[src/rtl/calc_seq_ctrl.sv]
// calc_seq_ctrl: keypad-driven sequencer for the 4-bit add/sub calculator datapath.
// Collects operand A, operator and operand B, presents them to the external datapath,
// then captures the 6-bit two's-complement result into a held display register.
// Optional feature: define CALC_TIMEOUT_EN to clear an abandoned entry after TO_CYCLES
// idle cycles in S_OP/S_B.
module calc_seq_ctrl #(
  parameter int unsigned TO_CYCLES = 1000
) (
  input  logic       clk,
  input  logic       rst,
  input  logic       key_valid,
  input  logic [3:0] key_code,
  input  logic [5:0] res_in,
  output logic [3:0] a_data,
  output logic [3:0] b_data,
  output logic       op_sel,
  output logic [5:0] result,
  output logic       res_valid,
  output logic       neg,
  output logic [2:0] state
);

  typedef enum logic [2:0] {
    S_A    = 3'd0,
    S_OP   = 3'd1,
    S_B    = 3'd2,
    S_CALC = 3'd3,
    S_SHOW = 3'd4
  } state_t;

  localparam logic [3:0] KEY_ADD = 4'hA;
  localparam logic [3:0] KEY_SUB = 4'hB;
  localparam logic [3:0] KEY_EQ  = 4'hE;
  localparam logic [3:0] KEY_CLR = 4'hF;

  // Elaboration guard: the timeout needs at least two idle cycles to be meaningful
  if (TO_CYCLES < 2) begin : g_to_check
    $error("calc_seq_ctrl: TO_CYCLES must be >= 2");
  end

  state_t     state_q, state_n;
  logic [3:0] a_n, b_n;
  logic       op_n, b_set, b_set_n;
  logic [5:0] result_n;
  logic       res_valid_n, neg_n;

  logic key_digit, key_op, key_eq, key_clr, clear_c;

  // Key classification; 0xC/0xD fall into no class and are therefore ignored
  assign key_digit = key_valid && (key_code <= 4'd9);
  assign key_op    = key_valid && ((key_code == KEY_ADD) || (key_code == KEY_SUB));
  assign key_eq    = key_valid && (key_code == KEY_EQ);
  assign key_clr   = key_valid && (key_code == KEY_CLR);

`ifdef CALC_TIMEOUT_EN
  localparam int unsigned CW = $clog2(TO_CYCLES);

  logic [CW-1:0] idle_cnt, idle_cnt_n;
  logic          entry_state, to_hit;

  assign entry_state = (state_q == S_OP) || (state_q == S_B);
  // A key on the expiry cycle pre-empts the timeout
  assign to_hit      = entry_state && !key_valid && (idle_cnt == CW'(TO_CYCLES - 1));

  // Idle counter: runs only while waiting for entry keys
  always_comb begin
    idle_cnt_n = '0;
    if (entry_state && !key_valid && !to_hit) idle_cnt_n = idle_cnt + CW'(1);
  end

  // Idle counter register
  always_ff @(posedge clk or posedge rst) begin
    if (rst) idle_cnt <= '0;
    else     idle_cnt <= idle_cnt_n;
  end

  assign clear_c = (key_clr && (state_q != S_CALC)) || to_hit;
`else
  assign clear_c = key_clr && (state_q != S_CALC);
`endif

  // Next-state and next-output logic
  always_comb begin
    state_n     = state_q;
    a_n         = a_data;
    b_n         = b_data;
    op_n        = op_sel;
    b_set_n     = b_set;
    result_n    = result;
    res_valid_n = res_valid;

    if (clear_c) begin
      state_n     = S_A;
      a_n         = '0;
      b_n         = '0;
      op_n        = 1'b0;
      b_set_n     = 1'b0;
      result_n    = '0;
      res_valid_n = 1'b0;
    end else begin
      unique case (state_q)
        S_A: begin
          if (key_digit) begin
            a_n     = key_code;
            state_n = S_OP;
          end
        end
        S_OP: begin
          if (key_digit) begin
            a_n = key_code;
          end else if (key_op) begin
            op_n    = (key_code == KEY_SUB);
            state_n = S_B;
          end
        end
        S_B: begin
          if (key_digit) begin
            b_n     = key_code;
            b_set_n = 1'b1;
          end else if (key_op) begin
            op_n = (key_code == KEY_SUB);
          end else if (key_eq && b_set) begin
            state_n = S_CALC;
          end
        end
        S_CALC: begin
          // Operands held one full cycle so the datapath result is settled
          result_n    = res_in;
          res_valid_n = 1'b1;
          state_n     = S_SHOW;
        end
        S_SHOW: begin
          if (key_digit) begin
            a_n         = key_code;
            b_n         = '0;
            b_set_n     = 1'b0;
            res_valid_n = 1'b0;
            state_n     = S_OP;
          end
        end
        default: state_n = S_A;
      endcase
    end

    neg_n = result_n[5] & res_valid_n;
  end

  // State and output registers
  always_ff @(posedge clk or posedge rst) begin
    if (rst) begin
      state_q   <= S_A;
      a_data    <= '0;
      b_data    <= '0;
      op_sel    <= 1'b0;
      b_set     <= 1'b0;
      result    <= '0;
      res_valid <= 1'b0;
      neg       <= 1'b0;
    end else begin
      state_q   <= state_n;
      a_data    <= a_n;
      b_data    <= b_n;
      op_sel    <= op_n;
      b_set     <= b_set_n;
      result    <= result_n;
      res_valid <= res_valid_n;
      neg       <= neg_n;
    end
  end

  assign state = 3'(state_q);

endmodule

[config.mk]
export PLATFORM = sky130hd
export DESIGN_NAME = calc_seq_ctrl
export DESIGN_NICKNAME = d
export VERILOG_FILES = /design/src/rtl/calc_seq_ctrl.sv
export SDC_FILE = /design/constraint.sdc
export NUM_CORES = 1
export LEC_CHECK = 0
export ABC_AREA = 1
export BUFFER_PORTS_ARGS = -buffer_cell sky130_fd_sc_hd__buf_4
export CAP_MARGIN = 20
export CELL_PAD_IN_SITES_DETAIL_PLACEMENT = 1
export CELL_PAD_IN_SITES_GLOBAL_PLACEMENT = 2
export CORE_MARGIN = 8
export CORE_UTILIZATION = 31
export DETAILED_ROUTE_END_ITERATION = 8
export HOLD_SLACK_MARGIN = 0.02
export PLACE_DENSITY = 0.85
export SLEW_MARGIN = 20
export SYNTH_ARGS = -nofsm -noshare
export SYNTH_HDL_FRONTEND = slang
export SYNTH_SLANG_ARGS = --single-unit
[constraint.sdc]
create_clock -name clk -period 2 [get_ports clk]
set_input_delay 0.2 -clock clk [delete_from_list [all_inputs] [get_ports clk]]
set_output_delay 0.2 -clock clk [all_outputs]
set_load 0.005 [all_outputs]
## Word-level counts from Yosys, hierarchy flattened

Cells that the tools add are included.

- Flip-flop bits (word level): 21
- Output and inout port bits: 20
- Logic and storage cells: 77

- $lt $le $gt $ge: 1
- Equal/unequal tests: 18
- Multiplexer cells: 27
- Bitwise logic cells: 1
- Reductions and logical operators: 21

Operators by type and width:

| kind | count |
|---|---|
| $mux 3 | 7 |
| $ne 3x3->1 const B | 7 |
| $mux 4 | 5 |
| $eq 4x4->1 const B | 4 |
| $mux 6 | 2 |
| $pmux 3 s4 | 1 |
| $reduce_bool 2->1 | 5 |
| $mux 1 | 9 |
| $pmux 4 s2 | 1 |
| $eq 3x2->1 const B | 2 |
| $logic_and 1x1->1 | 6 |
| $reduce_and 3->1 | 2 |
| $reduce_and 6->1 | 1 |
| $le 4x4->1 const B | 1 |
| $pmux 1 s2 | 2 |
| $reduce_or 2->1 | 2 |
| $eq 3x1->1 const B | 1 |
| $eq 3x3->1 const B | 1 |
| $logic_not 3->1 | 1 |
| $ne 3x1->1 const B | 1 |
| $ne 3x2->1 const B | 1 |
| $reduce_bool 3->1 | 1 |
| $reduce_or 3->1 | 1 |
| $ne 2x1->1 const B | 1 |
| 3 further kinds | 3 |

## Longest topological paths before layout

Gate-level depths: netlist (run 1).

- Depth after elaboration: 8
- Mapped depth: 8
- Gate-level depth less buffers: 7

## Worst setup path before layout (run 1)

No wires, ideal clock.

- Kind: reg2reg
- Start: register state_q[0] (netlist: state[0])
- End: register a_data[2]
- Setup time: 0.126 ns
- Data arrival time: 1.036 ns
- Data required time: 1.874 ns
- Path slack: 0.838 ns
- Cell stages (with the launch flop): 8
- Buffers on the path: 1
- Period minus slack after synthesis: 1.162 ns
- Cells stage by stage: dfrtp_1 -> nand3_4 -> buf_6 -> inv_8 -> nor2_8 -> nor2_2 -> nand2_1 -> o21ai_1

- Longest elaborated chain between the ends: 4
- Elaborated cells on any way between the ends: 10

RTL lines:

| item | RTL line | source |
|---|---|---|
| from (decl) | 41 | `state_t state_q, state_n;` |
| from (signal assigned) | 160 | `state_q <= state_n;` |
| $eq 3x3->1, or another cell as far along | 101 | `unique case (state_q)` |
| $reduce_or 3->1 (no source line) / $logic_and 1x1->1 (equally long branches) | - |  |
| $reduce_bool 2->1 (no source line) | - |  |
| $reduce_and 2->1 (no source line) | - |  |
| to (signal assigned) | 161 | `a_data <= a_n;` |
| to (decl) | 14 | `output logic [3:0] a_data,` |

Several ways; a longest one is shown, not always the timed one.
A chain may end at the register's enable or synchronous reset.

## Worst setup path in the final report (run 1)

- Start: register state_q[0] (netlist: state[0])
- End: register b_data[0]

- Longest elaborated chain between the ends: 4
- Elaborated cells on any way between the ends: 10

RTL lines:

| item | RTL line | source |
|---|---|---|
| $ne 3x2->1 | 79 | `assign clear_c = key_clr && (state_q != S_CALC);` |
| $logic_and 1x1->1 | 79 |  |
| $ne 3x3->1 (no source line) / $reduce_bool 3->1 (equally long branches) | - |  |
| $reduce_and 3->1 (no source line) | - |  |
| to (signal assigned) | 162 | `b_data <= b_n;` |
| to (decl) | 15 | `output logic [3:0] b_data,` |

Several ways; a longest one is shown, not always the timed one.

==> results of run 1 <==
-- worst max-delay path by stage --
stage	end	cells past startpoint
floorplan	a_data[2]	7
global placement	a_data[0]	7
detailed placement	b_data[0]	6
CTS	a_data[0]	6
global route	res_valid	6
finish	b_data[0]	6
-- synthesized netlist by cell type, types with 3 or more instances --
master,number
dfrtp_1,21
inv_1,17
nand2_1,47
nand2_2,7
nand3_1,10
nor2_1,3
nor2_2,6
o21ai_1,4
-- flip-flops by register name (all words and copies together) (netlist names) --
| signal | count |
|---|---|
| b_data | 4 |
| a_data | 4 |
| b_set | 1 |
| neg | 1 |
| result | 6 |
| op_sel | 1 |
| res_valid | 1 |
| state | 3 |
-- routing by layer --
metal | vias up | track usage
met1 | 458 | 0.119
met4 | 0 | 0.0404
met5 | - | 0
met2 | 26 | 0.185
met3 | 4 | 0.0338
li1 | 494 | -
-- power by group through the flow --
stage | clock network, uW | registers, uW | logic (uW)
final | 287 | 735 | 783
after global routing | 318 | 765 | 894
after CTS | 298 | 741 | 810
after detailed placement | 0 | 748 | 805
after global placement | 0 | 741 | 785
after floorplan | 0 | 736 | 416
-- cells by family after synthesis --
family                 count (synthesis)  share of synthesized area
AND/OR/NAND/NOR                       85                      0.403
buffers and inverters                 22                     0.0848
flip-flops                            21                      0.457
AO/OA/AOI/OAI                          9                     0.0554
-- stage by stage --
step	hold slack, ns	setup WS (ns)	power (uW)	util	cell area (sq um)
after global routing	0.133	0.475	1980	0.412	1490
final	0.110	0.621	1810	0.412	1490
after global placement	0.395	0.683	1530	0.399	1440
after floorplan	0.177	0.838	1150	-	1150
after CTS	0.133	0.620	1850	0.412	1490
after detailed placement	0.411	0.632	1550	0.399	1440
-- critical path, stage by stage (launching register included) --
cell and delay [ns]:
dfrtp_1 0.49, nor2_1 0.31, nand2_1 0.16, nand3_2 0.11, nand2_2 0.09, nand2_1 0.07
nand2_1 0.05
-- area by class of cell --
| type | instances | area share |
|---|---|---|
| tap | 48 | 0.0404 |
| inverter | 21 | 0.0581 |
| timing repair buffer | 32 | 0.162 |
| clock buffer | 4 | 0.0303 |
| multi-input combinational | 94 | 0.356 |
| sequential | 21 | 0.354 |
==> metrics.csv, run 1 <==
stage,metric,value,unit
worst_hold_path,HP Class,in -> async,
final_layout,register area,526,sq um
clocking,Worst-path clk slew,0.08,ns
placement,IO Port Bufs,32,
floorplan,# IOs,33,
routing,routed vias/inst,4.46,
floorplan,area of the core,0.00361,sq mm
critical_path,reg2reg end,b_data[0],
routing,DR WL/cell,13.6,um
clocking,clock latency on the worst-skew pair,0.26,ns
sta,"Slew Viols, Final",0,
pwr,Worst VDD drop,0.000394,V
clocking,CTS tree,built,
floorplan,FP Rows,22,
sta,Final Hold Viols,0,
critical_path,crit end category,flop,
global_route,initial antenna violation count,0,
critical_path,internal reg-to-reg setup slack,0.62,ns
sta,Slew @ Worst Pin,0.858,ns
sta,RSZ-0062 raised after global routing,no,
clocking,post_cts resized,0,
final_layout,final net count,186,
critical_path,CP max FO,7,
pwr,Int Power,1120,uW
routing,detailed-route DRC error count,0,
critical_path,CP startpoint kind,flop,
sta,clock skew,0.00233,ns
global_route,vias in the first global route,1074,
critical_path,FF-to-FF Start,state[0],
critical_path,Required @ worst endpoint,2.16,ns
sta,setup tns final,0,ns
final_layout,footprint of the multi-input gates,528,sq um
routing,final wirelength,3.00,mm
yosys,syn nets,150,
final_layout,Finished Layout Cells,220,
pwr,Clock power frac,0.159,
yosys,Mapped Area,0.00115,sq mm
sta,Max-slew headroom,0.428,
clocking,CTS buffer count,3,
global_route,Total GRT Usage,0.107,
yosys,"EDFF count, synth",0,
pwr,Logic pwr share,0.434,
yosys,"area leader, netlist",dfrtp_1,
sta,f_max,0.725,GHz
routing,met1 WL,1.29,mm
yosys,syn avg cell area,8.40,sq um
sta,period utilisation layout,0.689,
final_layout,"commonest non-fill, non-tap cells in the layout","47 x nand2_1, 32 x buf_4, 21 x dfrtp_1, 17 x inv_1, 10 x nand3_1",
critical_path,R2R depth,6,
yosys,sequential area share after synthesis,0.457,
yosys,"Async S/R FF share, synth",1.00,
critical_path,critical path arrival,1.54,ns
routing,Detail Route Antenna Nets,0,
placement,Inst Count DP,216,
final_layout,share of post-route cells with drive strength above 1,0.366,
clocking,root buf cell,clkbuf_8,
final_layout,Layout fillers,437,
clocking,Clock Sinks,21,
yosys,Cells after Synth,137,
placement,GP Congestion,0.870,
yosys,"flops & latches, synth",21,
floorplan,Die Wd,76.9,um
pwr,Sequential Power Share,0.407,
yosys,Cell variety after synth,23,
routing,met2 WL post-DR,1.50,mm
clocking,CTS HTree Levels,1,
yosys,top post-synthesis cells by area,"dfrtp_1 46%, nand2_1 15%, inv_1 5.5%",
pwr,switch share,0.379,
routing,Top Layer Used,met4,
final_layout,"commonest non-fill, non-tap cell in the layout",nand2_1,
floorplan,die area,0.00592,sq mm
yosys,Post-synth top flop,dfrtp_1,
clocking,Max Root-Sink Buffers,2,
routing,vias post-DR,982,
critical_path,CP startpoint,state[0],
sta,Finish-stage setup viols,0,
clocking,Setup Buffers After CTS,0,
routing,met3 wire length,171,um
pwr,Net Sw Power,685,uW
pwr,leakage,0.000817,uW
routing,DRT Pass-1 Iters,4,
global_route,largest net degree at the start of global routing,22,
floorplan,Initial Utilization,0.319,
final_layout,Syn-to-layout area delta,29.0,%
flow_run,Max Cap Viol,0,
global_route,gr ovfl total,0,
yosys,Synthesis Warnings,0,
global_route,first-pass GRT wire length,5.22,mm
sta,fin crit period,1.38,ns
placement,DP HPWL,2.46,mm
clocking,Post-CTS Hold Buffers,0,
pwr,P per Cell Area,1220,mW/mm^2
routing,Iteration-0 DRC Markers,35,
run_status,outcome,completed,
final_layout,diode count,0,
critical_path,Crit Path Category,reg -> reg,
yosys,top-area cell type share of the netlist area,0.457,
floorplan,Die Height,76.9,um
Power figures use the tool's default switching activity.
==> run 2, diff against run 1 <==
--- a/config.mk
+++ b/config.mk
@@ -11,10 +11,10 @@
 export CELL_PAD_IN_SITES_DETAIL_PLACEMENT = 1
 export CELL_PAD_IN_SITES_GLOBAL_PLACEMENT = 2
 export CORE_MARGIN = 8
-export CORE_UTILIZATION = 31
+export CORE_UTILIZATION = 29
 export DETAILED_ROUTE_END_ITERATION = 8
 export HOLD_SLACK_MARGIN = 0.02
-export PLACE_DENSITY = 0.85
+export PLACE_DENSITY = 0.81
 export SLEW_MARGIN = 20
 export SYNTH_ARGS = -nofsm -noshare
 export SYNTH_HDL_FRONTEND = slang
==> constraint.sdc (replaced) <==
create_clock -name clk -period 1.45 [get_ports clk]
set_input_delay 0.145 -clock clk [delete_from_list [all_inputs] [get_ports clk]]
set_output_delay 0.145 -clock clk [all_outputs]
set_load 0.005 [all_outputs]
==> run 2 against run 1 <==
  * Via count increased by 6.0%
  * Critical path depth unchanged
  * Cell count is 2.3% higher
  * Setup slack worse by 0.50 ns
  * Largest cell class unchanged
  * Clock power up 41%
  * Combinational power up 40%
  * Design area is 2.1% higher
  * Utilization is 2.4 points lower
  * Highest routed layer unchanged
  * Power up 40%
  * First-iteration DRC count shrank 23%
==> metrics.csv, run 2 (synthesized netlist as in run 1, its figures left out) <==
stage,metric,value,unit,change
run_status,outcome,completed,,unchanged
final_layout,largest register by flop count,result,,unchanged
worst_hold_path,HP Class,in -> reg,,was in -> async
floorplan,# IOs,33,,unchanged
sta,Max-slew headroom,0.799,,was 0.428
placement,placed cell area,0.00146,sq mm,was 0.00144 sq mm
final_layout,footprint of the multi-input gates,531,sq um,was 528 sq um
final_layout,Syn-to-layout area delta,31.7,%,was 29.0%
routing,DRT Pass-1 Iters,4,,unchanged
placement,GP Congestion,0.808,,was 0.870
flow_run,Max Cap Viol,0,,unchanged
final_layout,Finished Cell Area,0.00152,sq mm,was 0.00149 sq mm
sta,fin crit period,1.33,ns,was 1.38 ns
critical_path,CP max FO,8,,was 7
final_layout,Finished Layout Cells,225,,was 220
floorplan,Die Height,79,um,was 76.9 um
critical_path,CP startpoint,state[0],,unchanged
placement,IO Port Bufs,32,,unchanged
clocking,CTS buffer count,3,,unchanged
sta,Finish-stage setup viols,0,,unchanged
critical_path,CP max stage delay,0.52,ns,was 0.49 ns
floorplan,area of the core,0.00391,sq mm,was 0.00361 sq mm
routing,routed vias/inst,4.63,,was 4.46
sta,f_max,0.754,GHz,was 0.725 GHz
final_layout,share of post-route cells with drive strength above 1,0.383,,was 0.366
critical_path,"delay-heaviest family, CP",simple AND/OR/NAND/NOR gates,,unchanged
critical_path,Worst Setup EP,a_data[0],,was b_data[0]
pwr,Worst VDD drop,0.000623,V,was 0.000394 V
placement,Inst Count DP,220,,was 216
critical_path,R2R depth,6,,unchanged
floorplan,die area,0.00624,sq mm,was 0.00592 sq mm
critical_path,"Max stage delay cell, worst path",dfrtp_1,,unchanged
critical_path,Crit Path Category,reg -> reg,,unchanged
pwr,leakage,0.000833,uW,was 0.000817 uW
global_route,Total GRT Usage,0.110,,was 0.107
critical_path,reg2reg end,a_data[0],,was b_data[0]
final_layout,max reg flops,6,,unchanged
critical_path,CP startpoint kind,flop,,unchanged
global_route,vias in the first global route,1137,,"was 1,074"
critical_path,crit end category,flop,,unchanged
sta,worst hold slack,0.0734,ns,was 0.110 ns
final_layout,Layout fillers,504,,was 437
critical_path,Worst Path Buf+Inv,1,,was 0
floorplan,FP Rows,23,,was 22
clocking,CTS HTree Levels,1,,unchanged
sta,setup tns final,0,ns,unchanged
clocking,CTS tree,built,,unchanged
critical_path,Required @ worst endpoint,1.66,ns,was 2.16 ns
global_route,first-pass GRT wire length,5.55,mm,was 5.22 mm
sta,"Slew Viols, Final",0,,unchanged
sta,clock skew,0.00405,ns,was 0.00233 ns
sta,period utilisation layout,0.914,,was 0.689
sta,RSZ-0062 raised after global routing,no,,unchanged
final_layout,diode count,0,,unchanged
floorplan,Initial Utilization,0.294,,was 0.319
critical_path,crit-path cells,"nand3_4, nand3_4, o21ai_4, nand2_2, clkinv_1, nor2_2",,"was nor2_1, nand2_1, nand3_2, nand2_2, nand2_1, nand2_1"
final_layout,register area,526,sq um,unchanged
clocking,clock latency on the worst-skew pair,0.27,ns,was 0.26 ns
critical_path,critical path arrival,1.53,ns,was 1.54 ns
placement,DP HPWL,2.53,mm,was 2.46 mm
clocking,Max Root-Sink Buffers,2,,unchanged
pwr,PnR Total Power,2520,uW,was 1810 uW
pwr,P per Cell Area,1660,mW/mm^2,was 1220 mW/mm^2
critical_path,Crit path depth,6,,unchanged
routing,DR WL/cell,14.0,um,was 13.6 um
routing,detailed-route DRC error count,0,,unchanged
final_layout,"commonest non-fill, non-tap cell in the layout",nand2_1,,unchanged
global_route,largest net degree at the start of global routing,22,,unchanged
final_layout,largest registers,"result (6), a_data (4), b_data (4)",,unchanged
critical_path,internal reg-to-reg setup slack,0.12,ns,was 0.62 ns
routing,Iteration-0 DRC Markers,27,,was 35
final_layout,"commonest non-fill, non-tap cells in the layout","47 x nand2_1, 34 x buf_4, 21 x dfrtp_1, 17 x inv_1, 10 x nand3_1",,"was 47 x nand2_1, 32 x buf_4, 21 x dfrtp_1, 17 x inv_1, 10 x nand3_1"
sta,Final Hold Viols,0,,unchanged
routing,vias post-DR,1041,,was 982
critical_path,FF-to-FF Start,state[0],,unchanged
global_route,gr ovfl total,0,,unchanged
global_route,initial antenna violation count,0,,unchanged
clocking,Clock Sinks,21,,unchanged
routing,final wirelength,3.16,mm,was 3.00 mm
critical_path,Crit path top cell by count,nand3_4,,was nand2_1
final_layout,final net count,189,,was 186
routing,Detail Route Antenna Nets,0,,unchanged
clocking,root buf cell,clkbuf_8,,unchanged
sta,Slew @ Worst Pin,0.302,ns,was 0.858 ns
clocking,Worst-path clk slew,0.08,ns,about the same
floorplan,Die Wd,79,um,was 76.9 um
==> run 2: cell count changes in the layout (fill, tap and decap cells not counted) <==
cell and change:
dlygate4sd3_1 +1, nor2_1 -1, clkbuf_1 -1, nor2_2 +1, clkinv_2 +1, buf_4 +2
==> run 2: timing repair <==
action / CTS / global route
setup endpoints to repair: 0 / 1
setup buffers: 0 / 0
hold buffers: 1 / 0
gates resized for setup: 0 / 1
hold endpoints to repair: 21 / 0
==> run 2: layer usage <==
| layer | vias to the layer above | global-route usage | wire, um |
|---|---|---|---|
| li1 | 496 | - | - |
| met1 | 503 | 0.134 | 1330 |
| met2 | 35 | 0.175 | 1530 |
| met3 | 7 | 0.0372 | 250 |
| met4 | 0 | 0.0407 | 52 |
| met5 | - | 0 | 0 |
==> run 2: how the worst min path moves through the flow <==
| stage | start | to | slack, ns | cells after the start |
|---|---|---|---|---|
| 2_1_floorplan | rst | a_data[0] | 0.12 | 1 |
| 3_3_place_gp | rst | op_sel | 0.20 | 3 |
| 3_5_place_dp | rst | op_sel | 0.21 | 3 |
| 4_1_cts | res_in[3] | result[3] | 0.07 | 3 |
| 5_1_grt | res_in[1] | result[1] | 0.08 | 3 |
| 6_report | res_in[3] | result[3] | 0.07 | 3 |
==> run 2: layout make-up <==
cell class                 count  area share
clock buffer                   3      0.0272
timing repair buffer          35       0.175
clock inverter                 1     0.00330
tap                           50      0.0413
sequential                    21       0.347
multi-input combinational     94       0.350
inverter                      21      0.0569
==> run 2: where the power goes <==
part / leakage [uW] / internal (uW) / switching (uW) / total, uW
clock: 0.0000255 / 192 / 213 / 405
combinational: 0.000541 / 538 / 562 / 1100
sequential: 0.000267 / 825 / 189 / 1010
==> run 2: tightest hold or removal path: cells and delay by family <==
kind	cells	cell delay [ns]
buffers and inverters	1	0.08
AND/OR/NAND/NOR	2	0.09
==> run 2: stage by stage <==
stage,setup WS [ns],util
finish,0.124,0.387
global route,0.0135,0.387
CTS,0.0825,0.387
detailed placement,0.142,0.372
global placement,0.166,0.372
floorplan,0.288,-
==> run 3, diff against run 2 <==
--- a/config.mk
+++ b/config.mk
@@ -14,7 +14,7 @@
 export CORE_UTILIZATION = 29
 export DETAILED_ROUTE_END_ITERATION = 8
 export HOLD_SLACK_MARGIN = 0.02
-export PLACE_DENSITY = 0.81
+export PLACE_DENSITY_LB_ADDON = 0.1
 export SLEW_MARGIN = 20
 export SYNTH_ARGS = -nofsm -noshare
 export SYNTH_HDL_FRONTEND = slang
==> run 3 against run 2 <==
  * Clock skew is essentially flat
  * Maximum frequency fell by 1.0%
  * Sequential cell count did not move
  * Highest routed layer unchanged
  * Sequential power is essentially flat
  * Global-route usage fell by 1.0 points
  * Non-clock buffer count stayed put
  * Utilization down 0.096 points
  * Worst hold slack better by 0.011 ns
  * Register-to-register slack about the same
  * Setup slack got worse by 0.014 ns
==> metrics.csv, run 3 (synthesized netlist as in run 1, its figures left out) <==
stage,metric,value,unit,change
run_status,outcome,completed,,unchanged
critical_path,CP startpoint kind,flop,,unchanged
final_layout,Syn-to-layout area delta,31.4,%,was 31.7%
pwr,Int Power,1550,uW,was 1560 uW
final_layout,diode count,0,,unchanged
critical_path,Required @ worst endpoint,1.59,ns,was 1.66 ns
pwr,Logic pwr share,0.440,,was 0.437
floorplan,# IOs,33,,unchanged
critical_path,Crit Path Category,reg -> reg,,unchanged
routing,detailed-route DRC error count,0,,unchanged
global_route,vias in the first global route,1080,,"was 1,137"
clocking,CTS tree,built,,unchanged
clocking,CTS HTree Levels,1,,unchanged
routing,DRT Pass-1 Iters,3,,was 4
global_route,first-pass GRT wire length,4.97,mm,was 5.55 mm
pwr,Clock power frac,0.155,,was 0.161
floorplan,Die Height,79,um,unchanged
sta,Max-slew headroom,0.809,,was 0.799
placement,DP HPWL,2.39,mm,was 2.53 mm
clocking,root buf cell,clkbuf_8,,unchanged
placement,pre-CTS WS,0.0434,ns,was 0.142 ns
global_route,Total GRT Usage,0.0998,,was 0.110
sta,worst hold slack,0.0844,ns,was 0.0734 ns
routing,routed vias/inst,4.38,,was 4.63
final_layout,largest registers,"result (6), a_data (4), b_data (4)",,unchanged
routing,final wirelength,2.99,mm,was 3.16 mm
sta,Slew @ Worst Pin,0.284,ns,was 0.302 ns
clocking,post_cts resized,0,,unchanged
final_layout,"commonest non-fill, non-tap cell in the layout",nand2_1,,unchanged
critical_path,R2R depth,6,,unchanged
routing,Detail Route Antenna Nets,0,,unchanged
pwr,Sequential Power Share,0.405,,was 0.403
pwr,switch share,0.375,,was 0.382
worst_hold_path,Worst Hold Depth,3,,unchanged
clocking,clock latency on the worst-skew pair,0.26,ns,was 0.27 ns
worst_hold_path,hold endpoint,result[1],,was result[3]
routing,DR WL/cell,13.3,um,was 14.0 um
floorplan,area of the core,0.00391,sq mm,unchanged
routing,vias post-DR,985,,"was 1,041"
sta,"Slew Viols, Final",0,,unchanged
floorplan,Die Wd,79,um,unchanged
clocking,Max Root-Sink Buffers,2,,unchanged
worst_hold_path,hold path startpoint,res_in[1],,was res_in[3]
critical_path,FF-to-FF Start,state[2],,was state[0]
pwr,Net Sw Power,929,uW,was 963 uW
floorplan,FP Rows,23,,unchanged
worst_hold_path,HP Class,in -> reg,,unchanged
final_layout,share of post-route cells with drive strength above 1,0.371,,was 0.383
floorplan,Initial Utilization,0.294,,unchanged
final_layout,"commonest non-fill, non-tap cells in the layout","47 x nand2_1, 34 x buf_4, 21 x dfrtp_1, 17 x inv_1, 10 x nand3_1",,unchanged
critical_path,reg2reg end,a_data[3],,was a_data[0]
sta,Finish-stage setup viols,0,,unchanged
clocking,Clock Sinks,21,,unchanged
routing,Iteration-0 DRC Markers,15,,was 27
sta,clock skew,0.00384,ns,was 0.00405 ns
clocking,Worst-path clk slew,0.08,ns,about the same
sta,f_max,0.746,GHz,was 0.754 GHz
final_layout,largest register by flop count,result,,unchanged
flow_run,Max Cap Viol,0,,unchanged
floorplan,die area,0.00624,sq mm,unchanged
critical_path,internal reg-to-reg setup slack,0.11,ns,was 0.12 ns
sta,Final WS setup,0.110,ns,was 0.124 ns
final_layout,final net count,189,,unchanged
sta,fin crit period,1.34,ns,was 1.33 ns
critical_path,critical path arrival,1.48,ns,was 1.53 ns
final_layout,max reg flops,6,,unchanged
global_route,largest net degree at the start of global routing,22,,unchanged
pwr,PnR Total Power,2480,uW,was 2520 uW
global_route,gr ovfl total,0,,unchanged
pwr,Worst VDD drop,0.000628,V,was 0.000623 V
critical_path,crit end category,flop,,unchanged
clocking,CTS buffer count,3,,unchanged
pwr,P per Cell Area,1640,mW/mm^2,was 1660 mW/mm^2
placement,IO Port Bufs,32,,unchanged
pwr,leakage,0.000830,uW,was 0.000833 uW
critical_path,CP max FO,11,,was 8
placement,GP Congestion,0.763,,was 0.808
sta,period utilisation layout,0.924,,was 0.914
global_route,initial antenna violation count,0,,unchanged
sta,Final Hold Viols,0,,unchanged
==> run 3: changes by cell type in the layout (fill, tap and decap cells not counted) <==
cell | previous run | this run
clkbuf_1 | 0 | 1
nor2_2 | 7 | 6
clkinv_2 | 1 | 0
nor2_1 | 2 | 3
==> run 3: worst max-delay path by stage <==
| stage | startpoint | end | depth (start not counted) |
|---|---|---|---|
| finish | state[2] | a_data[3] | 6 |
| global placement | state[2] | a_data[0] | 7 |
| CTS | state[2] | a_data[3] | 6 |
| detailed placement | state[2] | a_data[3] | 6 |
| floorplan | state[0] | a_data[2] | 7 |
| global route | state[0] | b_data[2] | 6 |
==> run 3: through the flow <==
stage	setup TNS [ns]	cell area, sq um	utilization	std cells
2_1_floorplan	0	1150	-	137
3_3_place_gp	0	1450	0.371	219
3_5_place_dp	0	1450	0.371	219
4_1_cts	0	1510	0.385	224
5_1_grt	-0.0106	1510	0.387	225
6_report	0	1510	0.387	225
==> run 3: layout make-up <==
class / instances / area [sq um]
Fill cell: 506 / 2400
Multi-Input combinational cell: 94 / 528
Sequential cell: 21 / 526
Timing Repair Buffer: 35 / 265
Inverter: 21 / 86.3
Tap cell: 50 / 62.6
Clock buffer: 4 / 45.0
==> run 3: power groups by stage <==
| stage | combinational (uW) | clock, uW | sequential, uW |
|---|---|---|---|
| 2_1_floorplan | 573 | 0 | 1020 |
| 3_3_place_gp | 1100 | 0 | 1010 |
| 3_5_place_dp | 1120 | 0 | 1020 |
| 4_1_cts | 1130 | 406 | 1010 |
| 5_1_grt | 1220 | 424 | 1050 |
| 6_report | 1090 | 384 | 1010 |
==> run 3: timing repair <==
action,4_1_cts,5_1_grt
endpoints found under the setup margin,0,10
hold endpoints to repair,21,0
hold buffers,1,0
buffers inserted,0,1
==> run 3: worst max-delay path, cell delays in order, from the launching register on <==
cell and delay [ns]:
dfrtp_1 0.46, inv_2 0.12, nand3_4 0.19, nand3_4 0.18
o21ai_4 0.11, nand2_1 0.09, o21ai_1 0.07
==> run 3: metal layers <==
metal	routed length [um]	vias up	GRT usage
met2	1450	19	0.158
met3	114	5	0.0226
met4	57	0	0.0500
met5	0	-	0
met1	1360	464	0.125
li1	-	497	-
